`src/rtl/aes_round_ctrl.sv`:
```
// Round sequencer for the AES transform datapath: drives subbyte/columnmix start pulses,
// the addroundkey strobe and round index, and flags a timeout if a stage never reports ready.
module aes_round_ctrl #(
  parameter int NR      = 10,
  parameter int TIMEOUT = 255
) (
  input  logic       clk,
  input  logic       rst_n,
  input  logic       start_in,
  input  logic       en_de_in,
  input  logic       sub_ready_in,
  input  logic       colmix_ready_in,
  output logic       sub_start_out,
  output logic       colmix_start_out,
  output logic       ark_en_out,
  output logic       load_sel_out,
  output logic [3:0] round_out,
  output logic       en_de_out,
  output logic       busy_out,
  output logic       done_out,
  output logic       error_out
);

  localparam logic [3:0] NR_L    = 4'(NR);
  localparam logic [7:0] TO_LAST = 8'(TIMEOUT - 1);

  typedef enum logic [2:0] {
    IDLE, ARK0, SUB_GO, SUB_WAIT, MIX_GO, MIX_WAIT, ARK, DONE
  } state_e;

  state_e     state_q, state_d;
  logic [3:0] r_q, r_d;
  logic [7:0] cnt_q, cnt_d;
  logic       en_de_q, en_de_d;
  logic       error_q, error_d;

  always_ff @(posedge clk or negedge rst_n) begin
    if (!rst_n) begin
      state_q <= IDLE;
      r_q     <= '0;
      cnt_q   <= '0;
      en_de_q <= 1'b0;
      error_q <= 1'b0;
    end else begin
      state_q <= state_d;
      r_q     <= r_d;
      cnt_q   <= cnt_d;
      en_de_q <= en_de_d;
      error_q <= error_d;
    end
  end

  always_comb begin
    state_d = state_q;
    r_d     = r_q;
    cnt_d   = cnt_q;
    en_de_d = en_de_q;
    error_d = error_q;
    unique case (state_q)
      IDLE: begin
        if (start_in) begin
          state_d = ARK0;
          en_de_d = en_de_in;
          r_d     = '0;
          error_d = 1'b0;
        end
      end
      ARK0: begin
        r_d     = 4'd1;
        state_d = SUB_GO;
      end
      SUB_GO: begin
        cnt_d   = '0;
        state_d = SUB_WAIT;
      end
      // sub_ready_in has priority; colmix_ready_in is meaningless here
      SUB_WAIT: begin
        if (sub_ready_in) begin
          state_d = (r_q < NR_L) ? MIX_GO : ARK;
        end else if (cnt_q == TO_LAST) begin
          error_d = 1'b1;
          r_d     = '0;
          state_d = IDLE;
        end else begin
          cnt_d = cnt_q + 8'd1;
        end
      end
      MIX_GO: begin
        cnt_d   = '0;
        state_d = MIX_WAIT;
      end
      MIX_WAIT: begin
        if (colmix_ready_in) begin
          state_d = ARK;
        end else if (cnt_q == TO_LAST) begin
          error_d = 1'b1;
          r_d     = '0;
          state_d = IDLE;
        end else begin
          cnt_d = cnt_q + 8'd1;
        end
      end
      ARK: begin
        if (r_q == NR_L) begin
          state_d = DONE;
        end else begin
          r_d     = r_q + 4'd1;
          state_d = SUB_GO;
        end
      end
      DONE:    state_d = IDLE;
      default: state_d = IDLE;
    endcase
  end

  always_comb begin
    sub_start_out    = 1'b0;
    colmix_start_out = 1'b0;
    ark_en_out       = 1'b0;
    load_sel_out     = 1'b0;
    done_out         = 1'b0;
    busy_out         = (state_q != IDLE);
    en_de_out        = en_de_q;
    error_out        = error_q;
    round_out        = '0;
    if (state_q != IDLE) begin
      round_out = en_de_q ? r_q : (NR_L - r_q);
    end
    unique case (state_q)
      ARK0: begin
        ark_en_out   = 1'b1;
        load_sel_out = 1'b1;
      end
      SUB_GO:  sub_start_out    = 1'b1;
      MIX_GO:  colmix_start_out = 1'b1;
      ARK:     ark_en_out       = 1'b1;
      DONE:    done_out         = 1'b1;
      default: ;
    endcase
  end

endmodule

```
`config.mk`:
```
export PLATFORM = sky130hd
export DESIGN_NAME = aes_round_ctrl
export DESIGN_NICKNAME = d
export VERILOG_FILES = /design/src/rtl/aes_round_ctrl.sv
export SDC_FILE = /design/constraint.sdc
export NUM_CORES = 1
export LEC_CHECK = 0
export ABC_CLOCK_PERIOD_IN_PS = 1850
export BUFFER_PORTS_ARGS = -buffer_cell sky130_fd_sc_hd__clkbuf_2
export CORE_ASPECT_RATIO = 0.5
export CORE_UTILIZATION = 32
export DETAILED_ROUTE_END_ITERATION = 6
export SKIP_LAST_GASP = 1
export SLEW_MARGIN = 25
export SYNTH_ARGS = -nofsm -noshare
export SYNTH_HDL_FRONTEND = slang
export SYNTH_SLANG_ARGS = --single-unit
```
`constraint.sdc`:
```
create_clock -name clk -period 1.85 [get_ports clk]
set_input_delay 0.0925 -clock clk [delete_from_list [all_inputs] [get_ports clk]]
set_output_delay 0.0925 -clock clk [all_outputs]
set_load 0.02 [all_outputs]
```
==> flow_metrics.tcl <==
set metrics [dict create \
    grt_max_degree 18 \
    synthTopCellsByArea "dfrtp_1, ha_1, mux2i_1, nand2_1, nand3_1" \
    crit_arrival_ps 1920 \
    final_cell_area_sq_um 1530 \
    synthSimpleGateAreaFrac_pct 26.3 \
    synth_cell_types 45 \
    holdPathEnd "error_out" \
    ys_warn_count 0 \
    crit_buf_inv 0 \
    synth_top_area_share_pct 36.1 \
    synth_top_family_by_area "simple AND/OR/NAND/NOR gates" \
    grt_pass1_vias 957 \
    synth_area_per_cell_sq_um 9.43 \
    synth_commonest_cells "dfrtp_1, nand2_1, nor2_1" \
    critPathKind "flip-flop to flip-flop" \
    synth_compound_area_share_pct 18.3 \
    crit_path_max_fanout 6 \
    drt-initial-drc-count 54 \
    cts_tree "yes" \
    async_reset_ff_share_pct 100 \
    synth.most_common_cell "dfrtp_1" \
    diodes 0 \
    layout_setup_ws_ps 73.7 \
    ff_latch_area_sq_um 427 \
    r2r_slack_ps 70 \
    antenna_found_initial 0 \
    fp.dieW_microns 87.8 \
    coreArea_sq_um 3470 \
    die_height_microns 44.9 \
    synth_xor_area_share_pct 3.82 \
    grt-ovfl-total 0 \
    worstPathRequired_ps 2000 \
    max_stage_delay_ps 530 \
    dp_slack_ps 65.1 \
    synth_top_area_cell "dfrtp_1" \
    muxShareOfSynthArea_pct 7.11 \
    worst_pin_slew_ps 442 \
    layout_worst_path_cycle_share_pct 96.0 \
    clk_latency_ps 260 \
    avgRoutedWirePerCell_microns 13.0 \
    crit_start "state_q[1]" \
    netlist_area_sq_um 1180 \
    dr.pass1.iters 4 \
    place_congestion 0.838 \
    slew_violations 0 \
    layoutNonFillerInstCount 216 \
    synth_fp_nets 135 \
    synthAdderAreaFrac_pct 4.25 \
    drive_above_1_share_pct 31.5 \
    via_count 1090 \
    viasPerCell 5.05 \
    ant_nets 0 \
    r2r_start "state_q[1]" \
    placedCellCount 209 \
    fill_cells 341 \
    synth-seq-cells 17 \
    max_cap_violations 0 \
    status "finished, final reports clean" \
    power.density_nw_per_um2 1550 \
    finalHoldViolations 0 \
    area_growth_syn_to_layout_pct 30.0 \
    grt_usage_pct 14.6 \
    max_clock_freq_mhz 563 \
    min_path_cells 2 \
    clock-root-buffer "clkbuf_8" \
    place.detailed.hpwl_mm 2.16 \
    skew_ps 4.97 \
    ir_drop_mv 0.357 \
    pin_count 18 \
    die-area_sq_um 3940 \
    place_area_sq_um 1450 \
    reg2reg_depth 4 \
    cp_top_family "simple AND/OR/NAND/NOR gates" \
    multi_input_area_sq_um 704 \
    fin_nets 176 \
    cp-start-kind "flip-flop" \
    clk_path_buf_depth 2 \
    drt-total-wl_mm 2.82 \
    clock-sinks 17 \
    setup_viol 0 \
    final_core_util_pct 44.1 \
    syn_inst 125 \
    slew_headroom_pct 70.2 \
    power.leakage_nw 0.723 \
    grt_first_pass_wirelength_mm 4.43 \
    ys_seq_area_share_pct 36.1 \
    min_from "start_in" \
    io_buffers 17 \
    endpoint_kind "flip-flop" \
    initial_core_util_pct 33.9 \
    synth-edff-count 0 \
    synth_ff_type "dfrtp_1" \
    drc 0 \
    numCtsBuffers 3 \
    cp_slowest_cell "or4_1" \
    min_period_ps 1780 \
    row_count 15 \
    r2r-end "r_q[0]" \
    min_path_type "input pin to flip-flop" \
    htreeDepth 1 \
    clkTransAtPathRegs_ps 70 \
    cp_cell_sequence "or4_1 -> o211a_1 -> nand3_1 -> mux2_2" \
]
## cell type report
| type | instances | area share, % |
|---|---|---|
| tap | 51 | 4.16 |
| multi-input combinational | 98 | 46.0 |
| sequential | 17 | 27.8 |
| inverter | 7 | 1.71 |
| clock inverter | 1 | 0.327 |
| timing repair buffer | 39 | 17.3 |
| clock buffer | 3 | 2.69 |
## layer usage
metal	share of wire, %	GRT usage, %
met1	51	19.8
met2	47	25.3
met3	2.0	2.74
met4	0.57	1.97
met5	0	0
## how the worst max path moves through the flow
stage                    end  depth (start not counted)  slack (ps)
floorplan             r_q[0]                          5          40
CTS                   r_q[0]                          4          50
global route        cnt_q[7]                          7          -5
detailed placement    r_q[0]                          4          70
finish                r_q[0]                          4          70
global placement      r_q[0]                          4          90
## power breakdown
part	internal, W	total (W)	switching [W]
Combinational	0.000698	0.00153	0.000833
Sequential	0.000460	0.000557	0.0000964
Clock	0.000150	0.000286	0.000136
Total	0.00131	0.00237	0.00107
## what timing repair did
| action | in CTS | in global routing |
|---|---|---|
| setup buffers | 0 | 2 |
| gates resized for setup | 0 | 1 |
| endpoints found under the hold margin | 17 | 0 |
| endpoints found under the setup margin | 0 | 3 |
| hold buffers | 1 | 0 |
## kinds of logic (layout without fill, tap and decap cells)
| family | Yosys count | in the layout |
|---|---|---|
| simple gates | 55 | 55 |
| compound gates | 28 | 28 |
| flops | 17 | 17 |
| buf+inv | 10 | 50 |
| mux | 8 | 8 |
| fa+ha+maj | 4 | 4 |
| xor+xnor | 3 | 3 |
## placed cells by master (no fill, tap or decap), types with 2 or more instances in the layout
cell type and count:
clkbuf_2 17, nor3_1 4, or4_1 4, nor2b_1 3, mux2i_1 5, nand4_1 4
buf_4 20, nand3_1 7, inv_1 7, o21a_1 2, mux2_2 3, o31ai_1 2
ha_1 4, dfrtp_1 16, a21oi_1 5, o311ai_0 2, xnor2_1 2, o21ai_0 4
o211a_1 2, and3b_1 3, nand2_1 12, nor2_1 8, clkbuf_8 3
## state kept, by name (all words and copies together), names as in the netlist
signal and flops:
cnt_q 8, r_q 4, state_q 3, en_de_out 1, error_out 1
## metrics by stage
step / total power [W] / hold WS [ps] / TNS, ps
floorplan: 0.00144 / -203 / 0
global placement: 0.00197 / 56.4 / 0
detailed placement: 0.00199 / 60.1 / 0
CTS: 0.00230 / 45.2 / 0
global route: 0.00255 / 37.3 / -5.35
finish: 0.00237 / 47.9 / 0
Power figures use the tool's default switching activity.
